File: config.mk
export PLATFORM = sky130hd
export DESIGN_NAME = wb_commit_stage
export DESIGN_NICKNAME = d
export VERILOG_FILES = /design/src/rtl/wb_pkg.sv /design/src/rtl/wb_exc_prio.sv /design/src/rtl/wb_commit_stage.sv
export SDC_FILE = /design/constraint.sdc
export NUM_CORES = 1
export LEC_CHECK = 0
export BUFFER_PORTS_ARGS = -buffer_cell sky130_fd_sc_hd__buf_2
export CORE_AREA = 2 2 164 166
export CTS_BUF_LIST = sky130_fd_sc_hd__clkbuf_8
export DETAILED_ROUTE_END_ITERATION = 8
export DIE_AREA = 0 0 166 168
export GPL_ROUTABILITY_DRIVEN = 0
export PLACE_DENSITY_LB_ADDON = 0.25
export SETUP_SLACK_MARGIN = 0.05
export SLEW_MARGIN = 20
export SYNTH_ARGS = -nofsm -noshare
export SYNTH_HDL_FRONTEND = slang
export SYNTH_SLANG_ARGS = --single-unit
export TNS_END_PERCENT = 10
File: constraint.sdc
create_clock -name clk -period 2.4 [get_ports clk]
set_clock_uncertainty 0.2 [all_clocks]
set_input_delay 0.36 -clock clk [delete_from_list [all_inputs] [get_ports clk]]
set_output_delay 0.36 -clock clk [all_outputs]
set_load 0.1 [all_outputs]
File: src/rtl/wb_pkg.sv
// Shared constants for the writeback/commit stage: exception bit positions,
// ecodes, TLB op one-hot positions and the TLB write sequencing states.
package wb_pkg;

  localparam int TYPE_SYS  = 0;
  localparam int TYPE_BRK  = 1;
  localparam int TYPE_INE  = 2;
  localparam int TYPE_ALE  = 3;
  localparam int TYPE_ADEF = 4;
  localparam int TYPE_INT  = 5;

  localparam logic [5:0] ECODE_INT = 6'h00;
  localparam logic [5:0] ECODE_ADE = 6'h08;
  localparam logic [5:0] ECODE_ALE = 6'h09;
  localparam logic [5:0] ECODE_SYS = 6'h0B;
  localparam logic [5:0] ECODE_BRK = 6'h0C;
  localparam logic [5:0] ECODE_INE = 6'h0D;

  // in_tlb_op is one-hot {srch, rd, wr, fill}
  localparam int TLB_OP_FILL = 0;
  localparam int TLB_OP_WR   = 1;
  localparam int TLB_OP_RD   = 2;
  localparam int TLB_OP_SRCH = 3;

  typedef enum logic [0:0] {
    ST_RUN  = 1'b0,
    ST_HOLD = 1'b1
  } wb_state_e;

endpackage

File: src/rtl/wb_exc_prio.sv
// Priority encoder from the exception type vector to a single {ecode, esubcode}.
// Order: INT > ADEF > INE > BRK > SYS > ALE; esubcode is always zero.
module wb_exc_prio #(
  parameter int EXC_W = 6
) (
  input  logic [EXC_W-1:0] exc_i,
  output logic [5:0]       ecode_o,
  output logic [8:0]       esubcode_o
);
  import wb_pkg::*;

  // Select exactly one ecode, highest priority first.
  always_comb begin
    ecode_o    = ECODE_INT;
    esubcode_o = 9'h000;
    if (exc_i[TYPE_INT]) begin
      ecode_o = ECODE_INT;
    end else if (exc_i[TYPE_ADEF]) begin
      ecode_o = ECODE_ADE;
    end else if (exc_i[TYPE_INE]) begin
      ecode_o = ECODE_INE;
    end else if (exc_i[TYPE_BRK]) begin
      ecode_o = ECODE_BRK;
    end else if (exc_i[TYPE_SYS]) begin
      ecode_o = ECODE_SYS;
    end else if (exc_i[TYPE_ALE]) begin
      ecode_o = ECODE_ALE;
    end else begin
      ecode_o = ECODE_INT;
    end
  end

endmodule

File: src/rtl/wb_commit_stage.sv
// LoongArch writeback/commit stage: commits GPR/CSR/TLB side effects, raises
// exceptions and flushes with an epoch bit. Optional counters: WB_PERF_CNT_EN.
module wb_commit_stage #(
  parameter int DATA_W     = 32,
  parameter int TLB_IDX_W  = 4,
  parameter int EXC_W      = 6,
  parameter int TLB_WR_LAT = 1
) (
  input  logic                 clk,
  input  logic                 resetn,
  input  logic                 in_valid,
  output logic                 wb_allow_in,
  input  logic [DATA_W-1:0]    in_pc,
  input  logic [DATA_W-1:0]    in_result,
  input  logic                 in_gr_we,
  input  logic [4:0]           in_dest,
  input  logic [EXC_W-1:0]     in_exc,
  input  logic                 in_ertn,
  input  logic                 in_refetch,
  input  logic                 in_epoch,
  input  logic                 in_csr_we,
  input  logic [13:0]          in_csr_num,
  input  logic [DATA_W-1:0]    in_csr_wmask,
  input  logic [DATA_W-1:0]    in_csr_wvalue,
  input  logic [3:0]           in_tlb_op,
  input  logic                 in_tlb_hit,
  input  logic [TLB_IDX_W-1:0] in_tlb_hit_idx,
  input  logic [TLB_IDX_W-1:0] csr_tlbidx_index,
  output logic                 rf_we,
  output logic [4:0]           rf_waddr,
  output logic [DATA_W-1:0]    rf_wdata,
  output logic [DATA_W-1:0]    debug_wb_pc,
  output logic [3:0]           debug_wb_rf_we,
  output logic                 csr_we,
  output logic [13:0]          csr_num,
  output logic [DATA_W-1:0]    csr_wmask,
  output logic [DATA_W-1:0]    csr_wvalue,
  output logic                 wb_ex,
  output logic [5:0]           wb_ecode,
  output logic [8:0]           wb_esubcode,
  output logic [DATA_W-1:0]    wb_badvaddr,
  output logic [DATA_W-1:0]    wb_pc,
  output logic                 ertn_flush,
  output logic                 refetch_flush,
  output logic                 cur_epoch,
  output logic                 tlbsrch_we,
  output logic                 tlbrd_we,
  output logic                 tlb_we,
  output logic [TLB_IDX_W-1:0] tlb_w_index,
  output logic [TLB_IDX_W-1:0] tlb_r_index,
  output logic                 tlb_hit,
  output logic [TLB_IDX_W-1:0] tlb_hit_idx
`ifdef WB_PERF_CNT_EN
  ,
  output logic [31:0]          perf_retired,
  output logic [31:0]          perf_exc
`endif
);
  import wb_pkg::*;

  localparam int HOLD_W = (TLB_WR_LAT > 1) ? $clog2(TLB_WR_LAT) : 1;
  localparam logic [HOLD_W-1:0] HOLD_LOAD = HOLD_W'((TLB_WR_LAT > 0) ? TLB_WR_LAT - 1 : 0);

  logic                 valid_q;
  logic [DATA_W-1:0]    pc_q, result_q, csr_wmask_q, csr_wvalue_q;
  logic                 gr_we_q, ertn_q, refetch_q, epoch_q, csr_we_q, tlb_hit_q;
  logic [4:0]           dest_q;
  logic [EXC_W-1:0]     exc_q;
  logic [13:0]          csr_num_q;
  logic [3:0]           tlb_op_q;
  logic [TLB_IDX_W-1:0] tlb_hit_idx_q;

  logic                 cur_epoch_q, cur_epoch_d;
  logic [TLB_IDX_W-1:0] fill_ctr_q, fill_ctr_d;
  wb_state_e            state_q, state_d;
  logic [HOLD_W-1:0]    hold_ctr_q, hold_ctr_d;

  logic live_s, exc_any_s, tlb_wr_req_s, ready_go_s, commit_ok_s, flush_s;

  assign live_s       = valid_q & (epoch_q == cur_epoch_q);
  assign exc_any_s    = |exc_q;
  assign tlb_wr_req_s = live_s & ~exc_any_s & (tlb_op_q[TLB_OP_WR] | tlb_op_q[TLB_OP_FILL]);

  // TLB write sequencing: hold the instruction TLB_WR_LAT extra cycles.
  always_comb begin
    state_d    = state_q;
    hold_ctr_d = hold_ctr_q;
    ready_go_s = 1'b1;
    case (state_q)
      ST_RUN: begin
        if (tlb_wr_req_s && (TLB_WR_LAT > 0)) begin
          ready_go_s = 1'b0;
          hold_ctr_d = HOLD_LOAD;
          state_d    = ST_HOLD;
        end else begin
          state_d = ST_RUN;
        end
      end
      ST_HOLD: begin
        if (hold_ctr_q == {HOLD_W{1'b0}}) begin
          state_d = ST_RUN;
        end else begin
          ready_go_s = 1'b0;
          hold_ctr_d = hold_ctr_q - HOLD_W'(1);
        end
      end
      default: begin
        state_d = ST_RUN;
      end
    endcase
  end

  // Side effects fire once, in the cycle the instruction actually retires.
  assign commit_ok_s = live_s & ready_go_s & ~exc_any_s;
  assign wb_ex       = live_s & exc_any_s;
  assign flush_s     = wb_ex | ertn_flush | refetch_flush;
  assign cur_epoch_d = cur_epoch_q ^ flush_s;
  assign fill_ctr_d  = fill_ctr_q + TLB_IDX_W'(1);
  assign wb_allow_in = ~valid_q | ready_go_s;

  // Control state: valid, epoch, TLBFILL counter, hold sequencer.
  always_ff @(posedge clk) begin
    if (!resetn) begin
      valid_q     <= 1'b0;
      cur_epoch_q <= 1'b0;
      fill_ctr_q  <= {TLB_IDX_W{1'b0}};
      state_q     <= ST_RUN;
      hold_ctr_q  <= {HOLD_W{1'b0}};
    end else begin
      if (wb_allow_in) valid_q <= in_valid;
      cur_epoch_q <= cur_epoch_d;
      fill_ctr_q  <= fill_ctr_d;
      state_q     <= state_d;
      hold_ctr_q  <= hold_ctr_d;
    end
  end

  // Instruction fields, captured on an accepted handshake.
  always_ff @(posedge clk) begin
    if (!resetn) begin
      pc_q          <= {DATA_W{1'b0}};
      result_q      <= {DATA_W{1'b0}};
      gr_we_q       <= 1'b0;
      dest_q        <= 5'd0;
      exc_q         <= {EXC_W{1'b0}};
      ertn_q        <= 1'b0;
      refetch_q     <= 1'b0;
      epoch_q       <= 1'b0;
      csr_we_q      <= 1'b0;
      csr_num_q     <= 14'd0;
      csr_wmask_q   <= {DATA_W{1'b0}};
      csr_wvalue_q  <= {DATA_W{1'b0}};
      tlb_op_q      <= 4'd0;
      tlb_hit_q     <= 1'b0;
      tlb_hit_idx_q <= {TLB_IDX_W{1'b0}};
    end else if (in_valid && wb_allow_in) begin
      pc_q          <= in_pc;
      result_q      <= in_result;
      gr_we_q       <= in_gr_we;
      dest_q        <= in_dest;
      exc_q         <= in_exc;
      ertn_q        <= in_ertn;
      refetch_q     <= in_refetch;
      epoch_q       <= in_epoch;
      csr_we_q      <= in_csr_we;
      csr_num_q     <= in_csr_num;
      csr_wmask_q   <= in_csr_wmask;
      csr_wvalue_q  <= in_csr_wvalue;
      tlb_op_q      <= in_tlb_op;
      tlb_hit_q     <= in_tlb_hit;
      tlb_hit_idx_q <= in_tlb_hit_idx;
    end
  end

  wb_exc_prio #(.EXC_W(EXC_W)) u_exc_prio (
    .exc_i      (exc_q),
    .ecode_o    (wb_ecode),
    .esubcode_o (wb_esubcode)
  );

  assign rf_we          = commit_ok_s & gr_we_q;
  assign rf_waddr       = dest_q;
  assign rf_wdata       = result_q;
  assign debug_wb_pc    = pc_q;
  assign debug_wb_rf_we = {4{rf_we}};
  assign csr_we         = commit_ok_s & csr_we_q;
  assign csr_num        = csr_num_q;
  assign csr_wmask      = csr_wmask_q;
  assign csr_wvalue     = csr_wvalue_q;
  assign wb_badvaddr    = result_q;
  assign wb_pc          = pc_q;
  assign ertn_flush     = commit_ok_s & ertn_q;
  assign refetch_flush  = commit_ok_s & refetch_q;
  assign cur_epoch      = cur_epoch_q;
  assign tlbsrch_we     = commit_ok_s & tlb_op_q[TLB_OP_SRCH];
  assign tlbrd_we       = commit_ok_s & tlb_op_q[TLB_OP_RD];
  assign tlb_we         = commit_ok_s & (tlb_op_q[TLB_OP_WR] | tlb_op_q[TLB_OP_FILL]);
  assign tlb_w_index    = tlb_op_q[TLB_OP_FILL] ? fill_ctr_q : csr_tlbidx_index;
  assign tlb_r_index    = csr_tlbidx_index;
  assign tlb_hit        = tlb_hit_q;
  assign tlb_hit_idx    = tlb_hit_idx_q;

`ifdef WB_PERF_CNT_EN
  logic [31:0] perf_retired_q, perf_exc_q;

  // Retirement and exception event counters; both wrap.
  always_ff @(posedge clk) begin
    if (!resetn) begin
      perf_retired_q <= 32'd0;
      perf_exc_q     <= 32'd0;
    end else begin
      if (commit_ok_s) perf_retired_q <= perf_retired_q + 32'd1;
      if (wb_ex) perf_exc_q <= perf_exc_q + 32'd1;
    end
  end

  assign perf_retired = perf_retired_q;
  assign perf_exc     = perf_exc_q;
`endif

endmodule

==> impl_metrics.ini, run 1 <==
[sta]
timing.setup.tns_ns = 0
setup_ws_ns = 0.007740
worst_pin_slew_ns = 0.5277
hold_viol_final = 0
grt_setup_unrepaired = true
drv_slew = 0
whs_ns = 0.1542
relSlewSlack = 0.6506
fmax_mhz = 418.0
setup_viol = 0
finalCriticalPeriod_ns = 2.392
period_share = 0.9968

[global_route]
grt_pass1_wl_um = 35630
grt_pass1_vias = 7008
antenna_found_initial = 1
grt_max_degree = 66
grt.total_usage = 0.1557
grt-ovfl-total = 0

[placed_design]
dp.cells = 1510
dpl_cell_area_sq_mm = 0.009739
dp_hpwl_um = 15310
pre_cts_ws_ns = 0.2271
numPortBuffers = 415

[routing]
detail_route.wl_per_cell_um = 13.20
ant_nets = 0
vias = 7241
routed_via_density = 4.222
drt_pre_antenna_iters = 4
wirelength_um = 22630
drt_first_iter_violations = 244
drc = 0

[synthesis]
synth_top_family_by_area = multiplexers
avgSynthCellArea_sq_um = 8.888
synth-seq-cells = 174
synth_most_common_cell = nand2_1
muxShareOfSynthArea = 0.2228
ys.flop_type = dfxtp_1
synthTopCellsByArea = dfxtp_1 45%, mux2i_1 22%, nand2_1 16%
synth-simple-area-share = 0.1849
synth-edff-count = 0
synth-xor-area-share = 0.003430
yosysTopAreaCellShare = 0.4547
synth_compound_area_frac = 0.008166
synth_top_cell_by_area = dfxtp_1
syn-instance-count = 862
yosys.cell_types.count = 29
yosysSeqAreaShare = 0.4547
syn_area_sq_mm = 0.007661
synthAdderAreaFrac = 0.001633
synth_commonest_cells = 334 x nand2_1, 174 x dfxtp_1, 166 x mux2i_1
yosysWarningCount = 0
synthArstFlopShare = 0

[power_and_ir_drop]
p_total_mw = 8.427
ir_drop_uv = 344.0
p_per_area_mw_per_mm2 = 707.7
power.leakage_nw = 6.151

[cts]
clk_pin_slew_ns = 0.10
insertion_delay_ns = 0.44
tritoncts = yes
cts_buffers = 17
clock-sinks = 174
cts_max_level = 4
cts_root_buffer = clkbuf_8
clockBufferDepth = 2

[setup_path]
crit_type = flop to output pin
cp-end-kind = output pin
worstPathRequired_ns = 1.84
cp.arrival_ns = 1.83
critical_path_peak_fanout = 7
start_kind = flop
reg2reg_slack_ns = 0.24

[floorplan]
fp.coreArea_sq_mm = 0.02635
die_h_um = 168
dieArea_sq_mm = 0.02789
fp.dieW_um = 166
ioPinCount = 427
rows = 60
initial_core_util = 0.2907

[layout]
fin_util = 0.4519
area_growth_pct = 55.41
final_cells = 1715
stdcell_area_sq_mm = 0.01191
nNetsFinal = 1536
antenna_cells = 0
layout-drive-gt1-share = 0.3661

[outcome]
status = finished clean

[min_path]
hold_class = primary input to flop

[run]
maxCapViolCount = 0
[sequential cells by signal, summed over array words and instances (netlist names), 5 cells and up]
name	flops
csr_wvalue	32
exc_q	6
rf_wdata	32
debug_wb_pc	32
csr_num	14
rf_waddr	5
csr_wmask	32
[repair_timing]
item / 4_1_cts / 5_1_grt
hold endpoints to repair: 168 / 0
hold buffers: 168 / 0
endpoints found under the setup margin: 14 / 14
buffers inserted: 4 / 1
pin swaps: 6 / 1
resized for setup: 20 / 1
[final timing paths]
kind                                             startpoint                     endpoint  cells past startpoint
worst min-delay path                                 resetn    rf_wdata[13]$_SDFFE_PN0P_                      3
worst max register to register        exc_q[4]$_SDFFE_PN0P_    rf_wdata[19]$_SDFFE_PN0P_                      7
worst min register to register  tlb_hit_idx[2]$_SDFFE_PN0P_  tlb_hit_idx[2]$_SDFFE_PN0P_                      2
worst max-delay path                   epoch_q$_SDFFE_PN0P_            debug_wb_rf_we[3]                      6
[metal layers]
metal,vias to the layer above,GRT usage,part of all wire
met3,22,0.04114,0.056
li1,3664,-,-
met5,-,0,0.00057
met2,230,0.2813,0.51
met4,2,0.04423,0.015
met1,3323,0.1813,0.42
[worst max-delay path: stages (launching register included)]
cell     delay (ns)
dfxtp_1        0.35
xnor2_2        0.17
nand2_2        0.10
nor3b_2        0.18
buf_4          0.16
and2_4         0.24
buf_12         0.19
[report_power, final]
group	internal, mW	switching, mW
Clock	0.776	1.24
Sequential	3.08	0.127
Combinational	0.723	2.49
Total	4.58	3.85
[layout make-up]
cell class                 instances  area (sq um)
clock buffer                      17         234.0
fill                            2576         14440
clock inverter                    15         142.6
tap                              341         426.7
multi-input combinational        557          3343
inverter                           1         3.754
sequential                       174          3495
timing repair buffer             610          4262
[cells in the final DEF, fill, tap and decap left out, types with 4 or more instances in the layout]
cell type      netlist  layout
mux2_2               4       4
and2_1              10       4
buf_2                3     401
buf_12               0      20
nand2_1            334     333
and2_2               0       5
dlygate4sd3_1        0     168
mux2i_1            166     166
clkbuf_8             0      17
buf_4               85      18
dfxtp_1            174     169
conb_1               1      11
inv_8                0       5
inv_6                0       5
[cells by family after synthesis]
group           Yosys count
compound gates            9
xor+xnor                  3
fa+ha+maj                 1
buf+inv                 141
flops                   174
mux                     170
other cells               1
simple gates            363
Note: power is estimated with default switching activity, not from simulation.
==> run 2: changes to the inputs <==
--- a/config.mk
+++ b/config.mk
@@ -6,10 +6,10 @@
 export NUM_CORES = 1
 export LEC_CHECK = 0
 export BUFFER_PORTS_ARGS = -buffer_cell sky130_fd_sc_hd__buf_2
-export CORE_AREA = 2 2 164 166
+export CORE_AREA = 2 2 168 170
 export CTS_BUF_LIST = sky130_fd_sc_hd__clkbuf_8
 export DETAILED_ROUTE_END_ITERATION = 8
-export DIE_AREA = 0 0 166 168
+export DIE_AREA = 0 0 170 172
 export GPL_ROUTABILITY_DRIVEN = 0
 export PLACE_DENSITY_LB_ADDON = 0.25
 export SETUP_SLACK_MARGIN = 0.05
==> run 2 against run 1 <==
- the flow now finishes with violations (setup timing)
- maximum frequency shrank 1.7%
- combinational power grew 1%
- worst hold slack lost 0.055 ns
- cell count grew 1.1%
- highest routed layer is now met4
- power grew 2.1%
- first-iteration DRC count shrank 21%
- clock power grew 6%
- worst setup slack lost 0.042 ns
- via count grew 1.4%
- flip-flop and latch count is the same
- critical path type unchanged
- global-route usage shrank 0.62 points
==> impl_metrics.ini, run 2 (synthesis results as in run 1) <==
[setup_path]
worstPathRequired_ns = 1.84
path_cells = nor2_4 > nand3_4 > nor3b_2 > buf_4 > and2_4 > buf_12
cp.arrival_ns = 1.87
r2r-end = debug_wb_pc[27]$_SDFFE_PN0P_
critPathMaxStageDelay_ns = 0.38
cp-end-kind = output pin
crit_type = flop to output pin
crit_start = exc_q[5]$_SDFFE_PN0P_
start_kind = flop
cp_top_family = simple AND/OR/NAND/NOR gates
reg2reg_slack_ns = 0.23
endpoint = debug_wb_rf_we[3]
critPathBufInv = 2
worst-path-stages = 6
rr_worst_depth = 7
r2r-start = cur_epoch$_SDFF_PN0_
critical_path_peak_fanout = 7
cp_slowest_cell = dfxtp_4

[global_route]
grt-busiest-layer = met2
grt.total_usage = 0.1495
gr-usage-met2 = 0.2681
grt_pass1_vias = 6992
grt-ovfl-total = 0
use_met1 = 0.1721
grt_pass1_wl_um = 34780
antenna_found_initial = 1
grt_max_degree = 75
use_met3 = 0.03662

[floorplan]
ioPinCount = 427
fp.dieW_um = 170
die_h_um = 172
rows = 61
fp.coreArea_sq_mm = 0.02748
initial_core_util = 0.2788
dieArea_sq_mm = 0.02924

[sta]
finalCriticalPeriod_ns = 2.434
period_share = 1.014
setup_ws_ns = -0.03423
setup_viol = 5
hold_viol_final = 0
relSlewSlack = 0.6361
worst_pin_slew_ns = 0.5496
timing.setup.tns_ns = -0.1685
drv_slew = 0
grt_setup_unrepaired = true
fmax_mhz = 410.8

[cts]
clock-sinks = 174
cts_root_buffer = clkbuf_8
insertion_delay_ns = 0.44
tritoncts = yes
cts_buffers = 17
clk_pin_slew_ns = 0.10
clockBufferDepth = 2
cts_max_level = 4

[routing]
vias = 7343
wirelength_um = 22830
drt_first_iter_violations = 192
drt_pre_antenna_iters = 4
routed_via_density = 4.235
detail_route.wl_per_cell_um = 13.16
ant_nets = 0
drc = 0

[outcome]
status = finished, violations left
violations = setup timing

[placed_design]
dpl_cell_area_sq_mm = 0.009853
numPortBuffers = 415
pre_cts_ws_ns = 0.2066
dp_hpwl_um = 15540
dp.cells = 1526

[layout]
mostFrequentLayoutCell = buf_2
layout_common_cells = 401 x buf_2, 333 x nand2_1, 168 x dlygate4sd3_1, 167 x dfxtp_1, 166 x mux2i_1
layout-drive-gt1-share = 0.3735
fin_util = 0.4400
stdcell_area_sq_mm = 0.01209
area_growth_pct = 57.80
nNetsFinal = 1549
final_cells = 1734
fill_cells = 2681

[power_and_ir_drop]
p_per_area_mw_per_mm2 = 711.4
power.leakage_nw = 6.246
power.switching_mw = 3.884
clkPwrFrac = 0.249
p_comb_frac = 0.378
seqPwrFrac = 0.372
p_int_mw = 4.716
ir_drop_uv = 309.2
p_sw_frac = 0.4516

[run]
maxCapViolCount = 0

[min_path]
hold_class = primary input to flop
==> run 2: changes by cell type in the layout (fill, tap and decap cells not counted), sizes merged <==
cell / previous run / this run
clkinv: 4 / 3
diode: 0 / 1
bufinv: 0 / 1
clkinvlp: 1 / 0
inv: 11 / 12
buf: 442 / 455
==> run 2: what timing repair did <==
action,CTS,global route
hold buffers,168,0
endpoints found under the setup margin,14,14
buffers inserted,5,2
pin swaps,7,1
resized for setup,28,0
endpoints found under the hold margin,168,0
==> run 2: cell type report <==
| type | instances | area [sq um] | area share |
|---|---|---|---|
| clock buffer | 17 | 234.0 | 0.01935 |
| antenna | 1 | 2.502 | 0.0002070 |
| timing repair buffer | 623 | 4393 | 0.3634 |
| tap | 346 | 432.9 | 0.03581 |
| multi-input combinational | 557 | 3361 | 0.2780 |
| inverter | 1 | 3.754 | 0.0003105 |
| sequential | 174 | 3497 | 0.2893 |
| clock inverter | 15 | 165.2 | 0.01366 |
==> run 2: tightest hold or removal path: cells and delay by family <==
family | cells | cell delay (ns)
and+or+nand+nor | 1 | 0.10
muxes | 1 | 0.05
buffers and inverters | 1 | 0.19
==> run 2: per-stage QoR <==
stage,power (mW),hold slack [ns]
floorplan,5.809,0.2333
global placement,6.244,0.2409
detailed placement,6.256,0.2474
CTS,8.730,0.05268
global route,8.995,0.07097
finish,8.601,0.09908
==> run 2: power by group through the flow <==
stage | clock (mW) | combinational [mW] | sequential, mW
after floorplan | 0 | 1.34 | 4.47
after global placement | 0 | 2.98 | 3.26
after detailed placement | 0 | 2.99 | 3.26
after CTS | 2.27 | 3.25 | 3.20
after global routing | 2.38 | 3.38 | 3.23
final | 2.14 | 3.25 | 3.20
==> run 2: how the worst min path moves through the flow <==
| stage | from | cells past startpoint | to |
|---|---|---|---|
| 2_1_floorplan | csr_we_q$_SDFFE_PN0P_ | 2 | csr_we_q$_SDFFE_PN0P_ |
| 3_3_place_gp | csr_wmask[11]$_SDFFE_PN0P_ | 2 | csr_wmask[11]$_SDFFE_PN0P_ |
| 3_5_place_dp | csr_wvalue[6]$_SDFFE_PN0P_ | 2 | csr_wvalue[6]$_SDFFE_PN0P_ |
| 4_1_cts | resetn | 3 | rf_wdata[3]$_SDFFE_PN0P_ |
| 5_1_grt | resetn | 3 | rf_wdata[13]$_SDFFE_PN0P_ |
| 6_report | resetn | 3 | rf_wdata[13]$_SDFFE_PN0P_ |
==> run 2: routing by layer <==
layer | part of all wire | wire length, um
met1 | 0.42 | 9578
met2 | 0.50 | 11350
met3 | 0.058 | 1329
met4 | 0.025 | 575
met5 | 0 | 0
